File: config.mk
export PLATFORM = sky130hd
export DESIGN_NAME = alu_operand_loader
export DESIGN_NICKNAME = d
export VERILOG_FILES = /design/src/rtl/alu_operand_loader.sv
export SDC_FILE = /design/constraint.sdc
export NUM_CORES = 1
export LEC_CHECK = 0
export CAP_MARGIN = 20
export CELL_PAD_IN_SITES_DETAIL_PLACEMENT = 0
export CELL_PAD_IN_SITES_GLOBAL_PLACEMENT = 1
export CORE_ASPECT_RATIO = 1.25
export CORE_MARGIN = 2
export CORE_UTILIZATION = 25
export CTS_CLUSTER_SIZE = 25
export DETAILED_ROUTE_END_ITERATION = 7
export DONT_BUFFER_PORTS = 1
export PLACE_DENSITY = 0.56
export RECOVER_POWER = 100
export SYNTH_ARGS = -nofsm -noshare
export SYNTH_HDL_FRONTEND = slang
export SYNTH_SLANG_ARGS = --single-unit
File: constraint.sdc
create_clock -name clk -period 2.8 [get_ports clk]
set_input_delay 0.56 -clock clk [delete_from_list [all_inputs] [get_ports clk]]
set_output_delay 0.56 -clock clk [all_outputs]
set_load 0.01 [all_outputs]
File: src/rtl/alu_operand_loader.sv
// alu_operand_loader: debounced button sequencer loading ALU operands/opcode and capturing the ALU result and flags
module alu_operand_loader #(
  parameter int BITS     = 4,
  parameter int DEBOUNCE = 4
) (
  input  logic            clk,
  input  logic            rst,
  input  logic            btn,
  input  logic [BITS:0]   sw,
  input  logic [3:0]      op_sw,
  output logic [BITS:0]   a,
  output logic [BITS:0]   b,
  output logic [3:0]      op,
  input  logic [BITS:0]   y_in,
  input  logic            c_in,
  input  logic            v_in,
  input  logic            n_in,
  input  logic            z_in,
  output logic [BITS:0]   res_y,
  output logic            res_c,
  output logic            res_v,
  output logic            res_n,
  output logic            res_z,
  output logic            res_valid,
  output logic [2:0]      state
);
  localparam int CW = $clog2(DEBOUNCE + 1);
  localparam logic [CW-1:0] CMAX = CW'(DEBOUNCE);
  typedef enum logic [2:0] {
    S_A    = 3'd0,
    S_B    = 3'd1,
    S_OP   = 3'd2,
    S_EXEC = 3'd3,
    S_SHOW = 3'd4
  } state_t;
  state_t          state_q, state_d;
  logic            s1_q, s2_q;
  logic [1:0]      fill_q;
  logic [CW-1:0]   cnt_q, cnt_d;
  logic            armed_q, armed_d, press_q, press_d;
  logic [BITS:0]   a_q, a_d, b_q, b_d, y_q, y_d;
  logic [3:0]      op_q, op_d;
  logic            c_q, c_d, v_q, v_d, n_q, n_d, z_q, z_d, valid_q, valid_d;
  // fill_q marks when the synchronizer holds real samples again after reset,
  // so the flushed zeros cannot arm a button that was held through reset
  always_comb begin
    cnt_d   = !s2_q ? '0 : (cnt_q == CMAX ? cnt_q : cnt_q + 1'b1);
    press_d = s2_q && armed_q && cnt_q == CMAX - 1'b1;
    armed_d = (!s2_q && fill_q[1]) ? 1'b1 : (press_d ? 1'b0 : armed_q);
  end
  always_comb begin
    state_d = state_q;
    a_d     = a_q;
    b_d     = b_q;
    op_d    = op_q;
    y_d     = y_q;
    c_d     = c_q;
    v_d     = v_q;
    n_d     = n_q;
    z_d     = z_q;
    valid_d = 1'b0;
    case (state_q)
      S_A: if (press_q) begin
        a_d     = sw;
        state_d = S_B;
      end
      S_B: if (press_q) begin
        b_d     = sw;
        state_d = S_OP;
      end
      S_OP: if (press_q) begin
        op_d    = op_sw;
        state_d = S_EXEC;
      end
      S_EXEC: begin
        y_d     = y_in;
        c_d     = c_in;
        v_d     = v_in;
        n_d     = n_in;
        z_d     = z_in;
        valid_d = 1'b1;
        state_d = S_SHOW;
      end
      S_SHOW: state_d = press_q ? S_A : S_SHOW;
      default: state_d = S_A;
    endcase
  end
  always_ff @(posedge clk) begin
    if (rst) begin
      state_q <= S_A;
      s1_q    <= 1'b0;
      s2_q    <= 1'b0;
      fill_q  <= '0;
      cnt_q   <= '0;
      armed_q <= 1'b0;
      press_q <= 1'b0;
      a_q     <= '0;
      b_q     <= '0;
      op_q    <= '0;
      y_q     <= '0;
      c_q     <= 1'b0;
      v_q     <= 1'b0;
      n_q     <= 1'b0;
      z_q     <= 1'b0;
      valid_q <= 1'b0;
    end else begin
      state_q <= state_d;
      s1_q    <= btn;
      s2_q    <= s1_q;
      fill_q  <= {fill_q[0], 1'b1};
      cnt_q   <= cnt_d;
      armed_q <= armed_d;
      press_q <= press_d;
      a_q     <= a_d;
      b_q     <= b_d;
      op_q    <= op_d;
      y_q     <= y_d;
      c_q     <= c_d;
      v_q     <= v_d;
      n_q     <= n_d;
      z_q     <= z_d;
      valid_q <= valid_d;
    end
  end
  assign a         = a_q;
  assign b         = b_q;
  assign op        = op_q;
  assign res_y     = y_q;
  assign res_c     = c_q;
  assign res_v     = v_q;
  assign res_n     = n_q;
  assign res_z     = z_q;
  assign res_valid = valid_q;
  assign state     = state_q;
endmodule
==> results of run 1 <==
-- critical path, stage by stage, from the launching register on --
cell	delay [ns]
dfxtp_1	0.44
nor4b_1	1.10
mux2i_1	0.27
-- cell usage after synthesis (2+ instances only) --
cell type  count
nand3b_1       2
buf_2          2
nor2_1         2
mux2i_1       23
dfxtp_1       36
a211oi_1       2
nand2b_1      45
buf_6          2
nor2b_1        3
ha_1           3
nand3_1        2
a21bo_2        2
a21oi_1        5
clkbuf_1       5
inv_1          4
nand2_1        2
-- power by group through the flow --
stage / sequential [mW] / clock, mW / combinational (mW)
finish: 0.518 / 0.393 / 0.0233
global route: 0.518 / 0.433 / 0.0263
CTS: 0.518 / 0.412 / 0.0236
detailed placement: 0.530 / 0 / 0.0235
global placement: 0.530 / 0 / 0.0225
floorplan: 0.529 / 0 / 0.0272
-- per-layer routing --
metal  wire length (um)  share of wire [%]  GRT usage [%]
met3                279                9.8           4.57
met1               1150                 40           10.9
met5                  0                  0              0
met2               1370                 48           13.7
met4                 53                1.9           4.02
-- final timing paths --
check | cells past startpoint | endpoint | slack [ns]
max | 2 | a[2]$_SDFFE_PP0P_ | 0.91
max reg2reg | 2 | a[2]$_SDFFE_PP0P_ | 0.91
min | 1 | fill_q[0]$_DFF_P_ | 0.34
min reg2reg | 1 | fill_q[1]$_SDFF_PP0_ | 0.44
-- flip-flops by register name, indices dropped and copies added (netlist names), 2 cells and up --
name	cells
a	5
b	5
res_y	5
op	4
cnt_q	3
state	3
fill_q	2
-- cell families after synthesis --
group                    count (synthesis)  share of synthesized area (%)
AO/OA/AOI/OAI                           10                           4.31
adder cells (fa/ha/maj)                  3                           2.39
buffers and inverters                   14                           4.70
flip-flops                              36                           45.9
multiplexers                            23                           14.7
AND/OR/NAND/NOR                         64                           28.0
-- final cells by class --
class / count / area share, %
Multi-Input combinational cell: 100 / 44.5
Timing Repair Buffer: 1 / 0.221
Sequential cell: 36 / 42.4
Inverter: 4 / 0.884
Clock buffer: 7 / 5.67
Tap cell: 85 / 6.26
-- metrics by stage --
step                cell area [um^2]  total power [mW]  hold slack, ns
floorplan                       1570             0.556           0.404
global placement                1620             0.552           0.420
detailed placement              1620             0.553           0.428
CTS                             1720             0.954           0.323
global route                    1700             0.978           0.322
finish                          1700             0.934           0.336
==> flow_summary_export.csv, run 1 <==
group,metric,value,unit
synth,ys.flop_type,"dfxtp_1",
timing,fin_worst_skew,0.00649,ns
critical_path,crit_arrival,2.10,ns
clocking,cts-root-buf,"clkbuf_8",
detailed_routing,drt_iter0_drc,36,
grt,grt_use_total,9.16,%
grt,grt_max_degree,52,
timing,finalSetupViolations,0,
finish,syn_to_final_growth,8.21,%
timing,hold_viol,0,
power,p_int,0.752,mW
critical_path,worstReg2RegStart,"state[2]$_SDFFE_PP0P_",
grt,overflow,0,
power,combPwrFrac,2.5,%
timing,finalCriticalPeriod,1.89,ns
detailed_routing,drtAntennaViolNets,0,
critical_path,crit_start,"state[2]$_SDFFE_PP0P_",
clocking,cts_hold_buf,0,
floorplan,fp.dieH,92.6,um
finish,drive_gt1_share,6.08,%
synth,synthArstFlopShare,0,%
finish,nets,172,
detailed_routing,vias_per_cell,4.17,
detailed_routing,drtPass1Iterations,4,
timing,clock.fmax,0.529,GHz
floorplan,die-area,0.00693,mm^2
grt,antenna_found_initial,0,
floorplan,ios,48,
floorplan,rows,32,
clocking,numCtsBuffers,5,
critical_path,worstPathMaxFanout,11,
synth,yosys.area.top_type,"dfxtp_1",
place,placed_cells,226,
finish,fillers,649,
grt,grt_pass1_wl,4770,um
detailed_routing,vias,971,
synth,avgSynthCellArea,10.5,um^2
finish,final_core_util,27.7,%
critical_path,cp-start-kind,"flip-flop",
synth,synth_top_area_share,45.9,%
job,max_cap_violations,0,
finish,multi_input_area,756,um^2
place,post-place-ws,1.28,ns
power,p_leak,0.593,nW
clocking,cts_tree,"built",
timing,worst_slew_pin_slew,1.25,ns
timing,setup_tns,0,ns
clocking,post_cts_buffers,0,
grt,grt_pass1_vias,973,
critical_path,required,3.01,ns
detailed_routing,post_drt_wl_per_cell,12.3,um
min_path,min_from,"rst",
clocking,clk_latency,0.28,ns
synth,ys_types,26,
floorplan,start_util,25.6,%
place,dp_hpwl,2050,um
synth,synth_fp_nets,174,
floorplan,coreArea,0.00613,mm^2
timing,slew_viol_final,0,
critical_path,crit_type,"flip-flop to flip-flop",
finish,instances_no_fill,233,
clocking,cts.sinks,36,
finish,most-common-layout-cells,"45 x nand2b_1, 36 x dfxtp_1, 23 x mux2i_1, 7 x clkbuf_8, 5 x a21oi_1",
power,switching_power,0.182,mW
timing,rsz0062_at_grt,"no",
power,p_per_area,550,mW/mm^2
finish,final_common_cell,"nand2b_1",
synth,netlist_area,0.00157,mm^2
timing,setup_ws,0.911,ns
synth,ys_ff_latch,36,
synth,synthCells,150,
detailed_routing,drt_wl_total,2860,um
synth,synth_area_leaders,"dfxtp_1 46%, nand2b_1 18%, mux2i_1 15%, ha_1 2.4%, a21oi_1 1.6%",
clocking,clockBufferDepth,2,
outcome,status,"finished, final reports clean",
synth,yosys_warnings,0,
synth,synth_edf_count,0,
timing,relSlewSlack,15.6,%
floorplan,dieWidth,74.9,um
power,ir_drop,0.185,mV
finish,seq_area,721,um^2
timing,period_share,67.5,%
critical_path,cp-end-kind,"flip-flop",
power,seqPwrFrac,55.5,%
clocking,clkTransAtPathRegs,0.07,ns
clocking,post_cts_resized,0,
place,port-buffer-count,0,
min_path,min-delay-path-class,"input pin to flip-flop",
power,clkPwrFrac,42.0,%
finish,diodes,0,
clocking,h-tree-depth,2,
synth,seq_area_frac_synth,45.9,%
place,place.gp.congestion,0.627,
detailed_routing,drc,0,
power,swShare,19.5,%
Power figures use the tool's default switching activity.
==> run 2: changes to the inputs <==
- PLACE_DENSITY: 0.56 -> 0.57
- clock period: 2.8 -> 1.65 ns (I/O delays scaled with it)
==> run 2 against run 1 <==
Sequential power rose by 70%; count of clock-buffer cells in the layout rose by 1; worst setup slack got worse by 0.68 ns; clock skew fell by 0.0016 ns; critical path depth rose by 1; maximum frequency rose by 33%; combinational power rose by 72%; core utilization rose by 0.14 points; critical endpoint is now res_n$_SDFFE_PP0P_; highest routed layer unchanged.
==> flow_summary_export.csv, run 2 (same netlist as run 1, synthesis figures left out) <==
group,metric,value,unit
clocking,h-tree-depth,2,
power,ir_drop,0.313,mV
detailed_routing,drtPass1Iterations,4,
timing,period_share,86.2,%
power,finalPower,1.55,mW
min_path,min_from,"rst",
power,p_per_area,910,mW/mm^2
clocking,numCtsBuffers,5,
finish,diodes,0,
timing,worst_hold_slack,0.115,ns
critical_path,crit_type,"flip-flop to flip-flop",
critical_path,crit_path_end,"res_n$_SDFFE_PP0P_",
critical_path,cp-start-kind,"flip-flop",
timing,finalCriticalPeriod,1.42,ns
job,max_cap_violations,0,
place,dp_hpwl,2160,um
grt,grt_max_degree,52,
timing,clock.fmax,0.703,GHz
timing,slew_viol_final,0,
finish,syn_to_final_growth,8.77,%
place,port-buffer-count,0,
grt,antenna_found_initial,0,
critical_path,crit_start,"state[1]$_SDFFE_PP0P_",
clocking,clk_latency,0.28,ns
critical_path,required,1.86,ns
detailed_routing,vias_per_cell,4.20,
finish,postLayoutCellArea,0.00171,mm^2
critical_path,worstPathMaxFanout,12,
detailed_routing,drt_wl_total,2960,um
detailed_routing,drt_iter0_drc,43,
finish,final_core_util,27.9,%
finish,drive_gt1_share,7.33,%
clocking,cts_tree,"built",
critical_path,cp-end-kind,"flip-flop",
timing,relSlewSlack,62.3,%
timing,hold_viol,0,
detailed_routing,vias,988,
clocking,clockBufferDepth,2,
timing,fin_worst_skew,0.00490,ns
clocking,clkTransAtPathRegs,0.07,ns
grt,overflow,0,
critical_path,rrSetupSlack,0.23,ns
grt,grt_use_total,9.39,%
detailed_routing,post_drt_wl_per_cell,12.6,um
place,dpl_cell_area,0.00163,mm^2
finish,final_common_cell,"nand2b_1",
timing,rsz0062_at_grt,"no",
outcome,status,"finished, final reports clean",
floorplan,rows,32,
min_path,holdPathStages,1,
place,place.gp.congestion,0.690,
power,p_leak,0.600,nW
place,placed_cells,227,
clocking,cts_hold_buf,0,
timing,worst_slew_pin_slew,0.564,ns
timing,setup_ws,0.227,ns
critical_path,r2r-end,"res_n$_SDFFE_PP0P_",
finish,most-common-layout-cells,"45 x nand2b_1, 36 x dfxtp_1, 23 x mux2i_1, 6 x clkbuf_8, 5 x a21oi_1",
grt,grt_pass1_vias,1065,
clocking,cts-root-buf,"clkbuf_8",
timing,finalSetupViolations,0,
timing,setup_tns,0,ns
finish,instances_no_fill,235,
clocking,cts.sinks,36,
floorplan,fp.dieH,92.6,um
floorplan,start_util,25.6,%
critical_path,crit_arrival,1.63,ns
clocking,post_cts_buffers,0,
floorplan,dieWidth,74.9,um
floorplan,ios,48,
critical_path,r2r_cells,3,
floorplan,coreArea,0.00613,mm^2
place,post-place-ws,0.267,ns
clocking,post_cts_resized,0,
min_path,min-delay-path-class,"input pin to flip-flop",
detailed_routing,drc,0,
critical_path,worstReg2RegStart,"state[1]$_SDFFE_PP0P_",
grt,grt_pass1_wl,4940,um
finish,nets,173,
detailed_routing,drtAntennaViolNets,0,
floorplan,die-area,0.00693,mm^2
## run 2: changes by cell type in the layout (fill, tap and decap cells not counted)
cell	change
clkbuf_8	-1
clkbuf_2	+1
clkbuf_1	+1
buf_4	+1
nor4b_2	+1
nor4b_1	-1
## run 2: worst max-delay path: stages (launching register included)
cell and delay, ns:
dfxtp_1 0.59, and3b_1 0.25, clkbuf_2 0.28, mux2i_1 0.23
## run 2: power by group
group | total (mW) | internal (mW) | switching [mW]
clock | 0.634 | 0.340 | 0.293
sequential | 0.879 | 0.876 | 0.00278
combinational | 0.0400 | 0.0280 | 0.0120
total | 1.55 | 1.24 | 0.308
## run 2: layout make-up
| class | count | area (um^2) |
|---|---|---|
| clock buffer | 8 | 90.1 |
| fill | 631 | 4420 |
| inverter | 4 | 15.0 |
| multi-input combinational | 100 | 762 |
| sequential | 36 | 721 |
| tap | 85 | 106 |
| timing repair buffer | 2 | 12.5 |
## run 2: routing by layer
metal / up-vias / part of all wire (%) / GRT usage, % / routed length (um)
met1: 454 / 38 / 9.99 / 1110
met2: 39 / 52 / 15.4 / 1530
met3: 4 / 9.5 / 3.92 / 282
met5: - / 0 / 0 / 0
met4: 0 / 1.1 / 4.91 / 34
li1: 491 / - / - / -
## run 2: worst min-delay path by stage
stage	to
final	fill_q[0]$_DFF_P_
after global placement	fill_q[0]$_DFF_P_
after CTS	fill_q[0]$_DFF_P_
after global routing	fill_q[0]$_DFF_P_
after floorplan	press_q$_SDFF_PP0_
after detailed placement	fill_q[0]$_DFF_P_
==> run 3: changes to the inputs <==
- PLACE_DENSITY: 0.57 -> 0.56
- clock period: 1.65 -> 1.6 ns (I/O delays scaled with it)
==> run 3 against run 2 <==
Global-route usage is essentially flat; register-to-register slack improved by 0.03 ns; largest power group is now clock; cell count increased by 0.43%; wire length down 0.20%; largest cell class unchanged; highest routed layer unchanged; total power increased by 33%; hold slack worse by 0.015 ns; first-iteration DRC count fell by 42%; critical path depth down 2.
==> flow_summary_export.csv, run 3 (same netlist as run 1, synthesis figures left out) <==
group,metric,value,unit
outcome,status,"finished, final reports clean",
detailed_routing,drc,0,
power,switching_power,0.353,mW
timing,worst_hold_slack,0.0999,ns
critical_path,crit_type,"flip-flop to output pin",
timing,clock.fmax,0.724,GHz
timing,finalSetupViolations,0,
clocking,clkTransAtPathRegs,0.08,ns
grt,grt_pass1_vias,1018,
floorplan,ios,48,
timing,rsz0062_at_grt,"no",
min_path,min-delay-path-class,"input pin to flip-flop",
critical_path,required,1.28,ns
floorplan,coreArea,0.00613,mm^2
grt,antenna_found_initial,0,
floorplan,dieWidth,74.9,um
detailed_routing,drtPass1Iterations,4,
floorplan,die-area,0.00693,mm^2
finish,syn_to_final_growth,14.0,%
power,clkPwrFrac,54.1,%
timing,period_share,86.4,%
detailed_routing,vias,968,
power,p_int,1.71,mW
critical_path,max_stage_delay,0.53,ns
floorplan,rows,32,
detailed_routing,drt_iter0_drc,25,
power,p_leak,0.634,nW
critical_path,cp-start-kind,"flip-flop",
grt,grt_use_total,9.37,%
place,dp_hpwl,2130,um
clocking,cts-root-buf,"clkbuf_8",
timing,worst_slew_pin_slew,0.497,ns
timing,setup_tns,0,ns
critical_path,crit_start,"state[1]$_SDFFE_PP0P_",
finish,diodes,0,
critical_path,path_cells,"clkbuf_1",
critical_path,cp_slowest_cell,"dfxtp_1",
critical_path,cp_num_buf_inv,1,
clocking,post_cts_buffers,0,
finish,final_core_util,29.2,%
critical_path,worstPathMaxFanout,11,
power,ir_drop,0.433,mV
detailed_routing,post_drt_wl_per_cell,12.5,um
clocking,cts.sinks,36,
place,post-place-ws,0.269,ns
finish,final_common_cell,"nand2b_1",
place,place.gp.congestion,0.693,
power,swShare,17.1,%
job,max_cap_violations,0,
clocking,numCtsBuffers,5,
place,port-buffer-count,0,
finish,nets,174,
grt,grt_max_degree,52,
floorplan,fp.dieH,92.6,um
timing,setup_ws,0.218,ns
critical_path,cp-end-kind,"output pin",
grt,grt_pass1_wl,4850,um
power,combPwrFrac,2.0,%
critical_path,worstReg2RegStart,"state[0]$_SDFFE_PP0P_",
clocking,post_cts_resized,0,
clocking,cts_hold_buf,0,
floorplan,start_util,25.6,%
detailed_routing,drtAntennaViolNets,0,
timing,hold_viol,0,
power,p_per_area,1150,mW/mm^2
detailed_routing,drt_wl_total,2960,um
clocking,clk_latency,0.29,ns
timing,finalCriticalPeriod,1.38,ns
clocking,cts_tree,"built",
critical_path,critical-path-top-delay-family,"flip-flops",
timing,fin_worst_skew,0.00654,ns
finish,most-common-layout-cells,"45 x nand2b_1, 36 x dfxtp_1, 23 x mux2i_1, 5 x a21oi_1, 5 x clkbuf_8",
finish,drive_gt1_share,8.61,%
detailed_routing,vias_per_cell,4.10,
timing,slew_viol_final,0,
grt,overflow,0,
clocking,clockBufferDepth,2,
timing,relSlewSlack,66.8,%
finish,fillers,649,
min_path,min_from,"rst",
power,seqPwrFrac,43.9,%
critical_path,crit_arrival,1.06,ns
clocking,h-tree-depth,2,
## run 3: changes by cell type in the layout (fill, tap and decap cells not counted), sizes merged
cell,before,now
bufinv,0,3
clkbuf,9,7
## run 3: area by class of cell
type	instances	area (um^2)	share of cell area, %
clock buffer	5	68.8	3.85
clock inverter	3	90.1	5.04
inverter	4	15.0	0.840
multi-input combinational	100	771	43.1
sequential	36	721	40.3
tap	85	106	5.95
timing repair buffer	3	16.3	0.910
## run 3: final timing paths
path / end / slack (ns) / cells after the start
max: state[1] / 0.22 / 1
max reg2reg: res_y[4]$_SDFFE_PP0P_ / 0.26 / 3
min: fill_q[0]$_DFF_P_ / 0.1 / 1
min reg2reg: press_q$_SDFF_PP0_ / 0.44 / 2
## run 3: layer usage
metal	routed length, um	part of all wire, %	GRT usage, %
met5	0	0	0
met1	1160	39	10.1
met2	1460	49	14.9
met4	53	1.8	4.02
met3	280	9.5	5.11
## run 3: metrics by stage
step           area, um^2  cells  power, mW
2_1_floorplan        1570    150      0.973
3_3_place_gp         1640    228      0.968
3_5_place_dp         1640    228      0.970
4_1_cts              1800    236       2.10
5_1_grt              1790    236       2.15
6_report             1790    236       2.06
## run 3: power groups by stage
| stage | sequential [mW] | clock (mW) | combinational [mW] |
|---|---|---|---|
| 2_1_floorplan | 0.926 | 0 | 0.0476 |
| 3_3_place_gp | 0.927 | 0 | 0.0410 |
| 3_5_place_dp | 0.927 | 0 | 0.0425 |
| 4_1_cts | 0.906 | 1.15 | 0.0426 |
| 5_1_grt | 0.907 | 1.19 | 0.0466 |
| 6_report | 0.906 | 1.12 | 0.0415 |
## run 3: worst reg2reg max path, delay by kind of cell, from the launching register on
kind | cells | cell delay, ns
flops | 1 | 0.64
simple gates | 1 | 0.23
buf+inv | 1 | 0.20
mux | 1 | 0.20
